[config.mk]
export PLATFORM = sky130hd
export DESIGN_NAME = pipeline_hazard_ctrl
export DESIGN_NICKNAME = d
export VERILOG_FILES = /design/src/rtl/pipe_ctrl_pkg.sv /design/src/rtl/pipeline_hazard_ctrl_hold_counter.sv /design/src/rtl/pipeline_hazard_ctrl.sv
export SDC_FILE = /design/constraint.sdc
export NUM_CORES = 1
export LEC_CHECK = 0
export CORE_UTILIZATION = 27
export CTS_CLUSTER_DIAMETER = 120
export DETAILED_ROUTE_END_ITERATION = 8
export PLACE_DENSITY_LB_ADDON = 0.15
export SLEW_MARGIN = 20
export SYNTH_ARGS = -nofsm -noshare
export SYNTH_HDL_FRONTEND = slang
export SYNTH_SLANG_ARGS = --single-unit
[constraint.sdc]
create_clock -name clock -period 1.3 [get_ports clock]
set_input_delay 0.195 -clock clock [delete_from_list [all_inputs] [get_ports clock]]
set_output_delay 0.195 -clock clock [all_outputs]
set_load 0.01 [all_outputs]
[src/rtl/pipe_ctrl_pkg.sv]
// Shared types and constants for the pipeline hazard controller.
//   state_e      : sequencer states (IDLE / FLUSH / STALL)
//   flush_mask_t : per-register flush strobes, bit0=IF/ID, bit1=ID/EX, bit2=EX/MEM
//   event_e      : arbitrated request kind; the encoding order is the priority order
//   pick_event   : fixed-priority arbiter (exception > branch > load-use)
package pipe_ctrl_pkg;

  typedef enum logic [1:0] {
    S_IDLE  = 2'd0,
    S_FLUSH = 2'd1,
    S_STALL = 2'd2
  } state_e;

  typedef logic [2:0] flush_mask_t;

  localparam flush_mask_t MASK_EXC   = 3'b111;
  localparam flush_mask_t MASK_BR    = 3'b011;
  localparam flush_mask_t MASK_STALL = 3'b010;

  // Higher encoding wins.
  typedef enum logic [1:0] {
    EV_NONE     = 2'd0,
    EV_LOAD_USE = 2'd1,
    EV_BRANCH   = 2'd2,
    EV_EXC      = 2'd3
  } event_e;

  function automatic event_e pick_event(input logic exc, input logic br, input logic lu);
    event_e ev;
    if (exc)     ev = EV_EXC;
    else if (br) ev = EV_BRANCH;
    else if (lu) ev = EV_LOAD_USE;
    else         ev = EV_NONE;
    return ev;
  endfunction

endpackage

[src/rtl/pipeline_hazard_ctrl_hold_counter.sv]
// hold_counter: 4-bit down counter shared by the FLUSH and STALL hold periods.
//   clock    : rising-edge clock
//   reset    : asynchronous active-low reset (count cleared)
//   load     : load load_val on the next edge
//   load_val : hold length minus one
//   zero     : the count reaches 0 on the next edge (count is 1) or is already 0
module hold_counter
  import pipe_ctrl_pkg::*;
(
  input  logic       clock,
  input  logic       reset,
  input  logic       load,
  input  logic [3:0] load_val,
  output logic       zero
);

  logic [3:0] r_count;

  always_ff @(posedge clock or negedge reset) begin
    if (!reset) begin
      r_count <= '0;
    end else if (load) begin
      r_count <= load_val;
    end else if (r_count != 4'd0) begin
      r_count <= r_count - 4'd1;
    end
  end

  // Flagged one cycle early so the sequencer leaves its hold state on the
  // same edge that the count reaches 0.
  assign zero = (r_count <= 4'd1);

endmodule

[src/rtl/pipeline_hazard_ctrl.sv]
// pipeline_hazard_ctrl: central flush/stall sequencer for the 5-stage core.
//   clock, reset         : clock and asynchronous active-low reset
//   exception/exc_vector : MEM-stage exception and handler address
//   branch_taken/target  : EX-stage taken branch and redirect address
//   load_use             : ID-stage load-use hazard
//   pc_write_en, pc_sel, pc_redirect : PC control
//   ifid_write_en        : IF/ID write enable
//   ifid/idex/exmem_flush: per-register bubble strobes
//   busy                 : sequencer outside IDLE
//   flush_count          : saturating count of accepted exception/branch events
module pipeline_hazard_ctrl
  import pipe_ctrl_pkg::*;
#(
  parameter int XLEN         = 32,
  parameter int FLUSH_CYCLES = 2,
  parameter int STALL_CYCLES = 1,
  parameter int CNT_W        = 8
) (
  input  logic             clock,
  input  logic             reset,
  input  logic             exception,
  input  logic [XLEN-1:0]  exc_vector,
  input  logic             branch_taken,
  input  logic [XLEN-1:0]  branch_target,
  input  logic             load_use,
  output logic             pc_write_en,
  output logic             pc_sel,
  output logic [XLEN-1:0]  pc_redirect,
  output logic             ifid_write_en,
  output logic             ifid_flush,
  output logic             idex_flush,
  output logic             exmem_flush,
  output logic             busy,
  output logic [CNT_W-1:0] flush_count
);

  localparam logic [3:0] FLUSH_RELOAD = 4'(FLUSH_CYCLES - 1);
  localparam logic [3:0] STALL_RELOAD = 4'(STALL_CYCLES - 1);
  // A one-cycle hold is fully covered by the combinational response.
  localparam bit FLUSH_HOLD = (FLUSH_CYCLES > 1);
  localparam bit STALL_HOLD = (STALL_CYCLES > 1);

  state_e           r_state;
  flush_mask_t      r_mask;
  logic [CNT_W-1:0] r_flush_count;

  event_e           w_event;
  flush_mask_t      w_mask;
  logic             w_pc_we;
  logic             w_ifid_we;
  logic             w_pc_sel;
  logic [XLEN-1:0]  w_redirect;
  logic             w_load;
  logic [3:0]       w_load_val;
  logic             w_zero;

  // Which request is accepted in the current state; FLUSH ignores branch and
  // load-use (wrong path), STALL ignores a fresh load-use.
  always_comb begin
    w_event = EV_NONE;
    case (r_state)
      S_IDLE:  w_event = pick_event(exception, branch_taken, load_use);
      S_FLUSH: w_event = exception ? EV_EXC : EV_NONE;
      S_STALL: w_event = pick_event(exception, branch_taken, 1'b0);
      default: w_event = EV_NONE;
    endcase
  end

  // Output mux: held state first, then an accepted request overrides it.
  always_comb begin
    w_pc_we    = 1'b1;
    w_ifid_we  = 1'b1;
    w_pc_sel   = 1'b0;
    w_redirect = '0;
    w_mask     = '0;
    case (r_state)
      S_FLUSH: w_mask = r_mask;
      S_STALL: begin
        w_pc_we   = 1'b0;
        w_ifid_we = 1'b0;
        w_mask    = MASK_STALL;
      end
      default: ;
    endcase
    case (w_event)
      EV_EXC: begin
        w_pc_we    = 1'b1;
        w_ifid_we  = 1'b1;
        w_pc_sel   = 1'b1;
        w_redirect = exc_vector;
        w_mask     = MASK_EXC;
      end
      EV_BRANCH: begin
        w_pc_we    = 1'b1;
        w_ifid_we  = 1'b1;
        w_pc_sel   = 1'b1;
        w_redirect = branch_target;
        w_mask     = MASK_BR;
      end
      EV_LOAD_USE: begin
        w_pc_we   = 1'b0;
        w_ifid_we = 1'b0;
        w_mask    = MASK_STALL;
      end
      default: ;
    endcase
    // Reset bubbles every register and freezes the front end immediately.
    if (!reset) begin
      w_pc_we    = 1'b0;
      w_ifid_we  = 1'b0;
      w_pc_sel   = 1'b0;
      w_redirect = '0;
      w_mask     = MASK_EXC;
    end
  end

  always_comb begin
    w_load     = 1'b0;
    w_load_val = '0;
    case (w_event)
      EV_EXC, EV_BRANCH: begin
        w_load     = FLUSH_HOLD;
        w_load_val = FLUSH_RELOAD;
      end
      EV_LOAD_USE: begin
        w_load     = STALL_HOLD;
        w_load_val = STALL_RELOAD;
      end
      default: ;
    endcase
  end

  hold_counter u_hold_counter (
    .clock    (clock),
    .reset    (reset),
    .load     (w_load),
    .load_val (w_load_val),
    .zero     (w_zero)
  );

  always_ff @(posedge clock or negedge reset) begin
    if (!reset) begin
      r_state       <= S_IDLE;
      r_mask        <= '0;
      r_flush_count <= '0;
    end else begin
      case (w_event)
        EV_EXC, EV_BRANCH: begin
          if (FLUSH_HOLD) begin
            r_state <= S_FLUSH;
            r_mask  <= (w_event == EV_EXC) ? MASK_EXC : MASK_BR;
          end else begin
            r_state <= S_IDLE;
            r_mask  <= '0;
          end
        end
        EV_LOAD_USE: begin
          r_state <= STALL_HOLD ? S_STALL : S_IDLE;
          r_mask  <= '0;
        end
        default: begin
          if ((r_state != S_IDLE) && w_zero) begin
            r_state <= S_IDLE;
            r_mask  <= '0;
          end
        end
      endcase
      if (((w_event == EV_EXC) || (w_event == EV_BRANCH)) && (r_flush_count != {CNT_W{1'b1}})) begin
        r_flush_count <= r_flush_count + {{(CNT_W-1){1'b0}}, 1'b1};
      end
    end
  end

  assign pc_write_en   = w_pc_we;
  assign ifid_write_en = w_ifid_we;
  assign pc_sel        = w_pc_sel;
  assign pc_redirect   = w_redirect;
  assign ifid_flush    = w_mask[0];
  assign idex_flush    = w_mask[1];
  assign exmem_flush   = w_mask[2];
  assign busy          = (r_state != S_IDLE);
  assign flush_count   = r_flush_count;

endmodule

==> impl_metrics.py <==
metrics = {
    "die": {
        "die_y_um": 67.6,
        "coreArea_um2": 4060,
        "pin_count": 116,
        "start_util_pct": 28.6,
        "die-width_um": 67.6,
        "die-area_um2": 4570,
        "rows": 23,
    },
    "power": {
        "leakage_nw": 1.34,
        "clockPowerShare_pct": 9.7,
        "power_mw": 3.93,
        "p_per_area_nw_per_um2": 1180,
        "swShare_pct": 40.4,
        "power.switching_mw": 1.59,
        "comb_power_share_pct": 68.7,
        "p_int_mw": 2.34,
        "pwr-share-seq_pct": 21.6,
        "peakVddDrop_mv": 1.38,
    },
    "critical_path": {
        "crit_end": "pc_redirect[20]",
        "cp-start-kind": "flip-flop",
        "worstReg2RegStart": "r_mask[1]",
        "startpoint": "r_mask[1]",
        "endpoint_kind": "output port",
        "critPathKind": "reg2out",
        "cp.required_ns": 1.11,
        "worstPathArrival_ns": 1.60,
        "ff2ff_path_depth": 6,
        "cp_max_fo": 8,
        "r2r-end": "flush_count[1]",
        "rrSetupSlack_ns": -0.09,
    },
    "logic_synthesis": {
        "yosysWarningCount": 0,
        "synth-seq-area-share_pct": 30.1,
        "synthArstFlopShare_pct": 100,
        "yosysTopAreaCell": "dfrtp_1",
        "synth_edf_count": 0,
        "synth_area_leaders": "dfrtp_1, a22oi_1, nor2_1",
        "synthesis.nets": 221,
        "syn_area_um2": 1160,
        "syn_inst": 149,
        "synthFlopType": "dfrtp_1",
        "synth_most_common_cell": "nor2_1",
        "synth_cell_types": 33,
        "ys_ff_latch": 14,
        "synth_area_per_cell_um2": 7.80,
        "yosys.area.top_type_share_pct": 30.1,
        "synth_common_cells": "nor2_1, a22oi_1, dfrtp_1",
    },
    "cells_and_area": {
        "drive_gt1_share_pct": 55.3,
        "nNetsFinal": 377,
        "diodes": 0,
        "instances_no_fill": 354,
        "syn_to_final_growth_pct": 188,
        "post-route-util_pct": 82.4,
    },
    "route": {
        "drtAntennaViolNets": 0,
        "routedWlPerCell_um": 17.8,
        "drc": 0,
        "vias": 1788,
        "drt_first_iter_violations": 61,
        "first_pass_iters": 4,
        "drt_wl_total_um": 6310,
        "vias_per_cell": 5.05,
    },
    "flow_run": {
        "drv_cap": 0,
    },
    "clock_tree": {
        "clock_sinks": 14,
        "cts_made_buffers": 3,
        "clk-insertion-delay-late_ns": 0.25,
        "clockRootBuffer": "clkbuf_8",
        "cts.reportedPaths.clkPinSlew_ns": 0.06,
        "clock_path_buffers": 2,
        "htreeDepth": 1,
        "cts_tree": "built",
    },
    "timing": {
        "setup_ws_ns": -0.493,
        "slew_headroom_pct": 80.6,
        "finalCriticalPeriod_ns": 1.79,
        "worst_pin_slew_ns": 0.290,
        "hold_viol_final": 0,
        "fin_crit_sh_pct": 138,
        "maxSlewViolCount": 0,
        "grt_setup_unrepaired": "true",
        "clock.fmax_mhz": 558,
        "setup_viol": 46,
        "finalClockSkew_ns": 0.00131,
    },
    "global_route": {
        "grt_pass1_vias": 1718,
        "grt_pass1_wl_um": 8400,
        "grt.total_usage_pct": 24.7,
        "overflow": 0,
        "grt_max_degree": 21,
        "antenna_found_initial": 0,
    },
    "run_status": {
        "status": "complete, but fails checks",
        "violations": "negative setup slack",
    },
    "min_path": {
        "min_path_type": "in2async",
    },
    "place": {
        "dp_hpwl_um": 3670,
        "portBuffers": 115,
        "gp_congestion": 0.730,
        "dp_cells": 326,
    },
}
-- registers in the layout (all words and copies together), names as in the netlist --
| register | count |
|---|---|
| u_hold_counter.r_count | 4 |
| r_mask | 2 |
| flush_count | 8 |
-- worst min-delay path by stage --
stage / endpoint / cells after the start
detailed placement: r_mask[2] / 1
global route: r_mask[1] / 2
floorplan: flush_count[0] / 0
CTS: r_mask[1] / 2
finish: r_mask[2] / 2
global placement: r_mask[2] / 1
-- cells in the final DEF, fill, tap and decap left out, types with 3 or more instances in the layout --
| cell type | instances |
|---|---|
| nor3_4 | 3 |
| clkdlybuf4s50_1 | 66 |
| nor2_1 | 6 |
| buf_2 | 10 |
| buf_12 | 5 |
| nor2_4 | 28 |
| buf_16 | 3 |
| xor2_1 | 5 |
| dlygate4sd2_1 | 10 |
| clkbuf_8 | 3 |
| a22oi_1 | 8 |
| nand2_1 | 7 |
| buf_6 | 39 |
| buf_4 | 27 |
| a22oi_2 | 24 |
| dfrtp_1 | 12 |
| nand2_2 | 3 |
-- power groups by stage --
stage                     Clock (mW)  Sequential (mW)  Combinational [mW]
after floorplan                    0            0.915               0.960
after global placement             0            0.834                2.03
after detailed placement           0            0.842                2.06
after CTS                      0.385            0.817                2.38
after global routing           0.393            0.866                2.88
final                          0.381            0.849                2.70
-- repair_timing --
action | in CTS | in global routing
setup buffers | 18 | 5
gates cloned | 4 | 1
pin swaps | 19 | 28
resized for setup | 235 | 21
setup endpoints to repair | 55 | 50
hold buffers | 0 | 0
-- cell families (layout without fill, tap and decap cells) --
group	after synthesis	count (layout)	share of synthesized area, %
muxes	2	2	2.26
DFF	14	14	30.1
and+or+nand+nor	66	66	25.7
AOI/OAI and AO/OA	43	43	28.0
buffers and inverters	15	170	6.13
adders and majority gates	3	3	3.23
xor gates and xnor gates	6	6	4.52
-- worst max-delay path, cell delays in order (launching register included) --
cell	delay [ns]
dfrtp_2	0.43
nor3b_4	0.21
buf_6	0.18
buf_16	0.15
buf_6	0.09
a22oi_2	0.06
nor2_4	0.12
buf_6	0.11
-- per-layer routing --
layer | global-route usage (%) | wire (um)
met1 | 26.6 | 2260
met2 | 46.8 | 3490
met3 | 4.90 | 430
met4 | 8.78 | 127
met5 | 0 | 0
-- area by class of cell --
class	instances	area, um2
inverter	4	17.5
fill	233	716
clock buffer	4	45.0
sequential	14	353
multi-input combinational	120	1200
tap	50	62.6
timing repair buffer	162	1660
-- per-stage QoR --
step / setup slack, ns / TNS (ns) / hold WS, ns / cell area [um2]
after floorplan: -0.0974 / -1.66 / -0.101 / 1500
after global placement: -0.881 / -34.12 / 0.491 / 2820
after detailed placement: -0.904 / -35.50 / 0.501 / 2820
after CTS: -0.463 / -14.48 / 0.419 / 3210
after global routing: -0.534 / -17.34 / 0.438 / 3340
final: -0.493 / -15.21 / 0.417 / 3340
(Power assumes the default switching activity.)
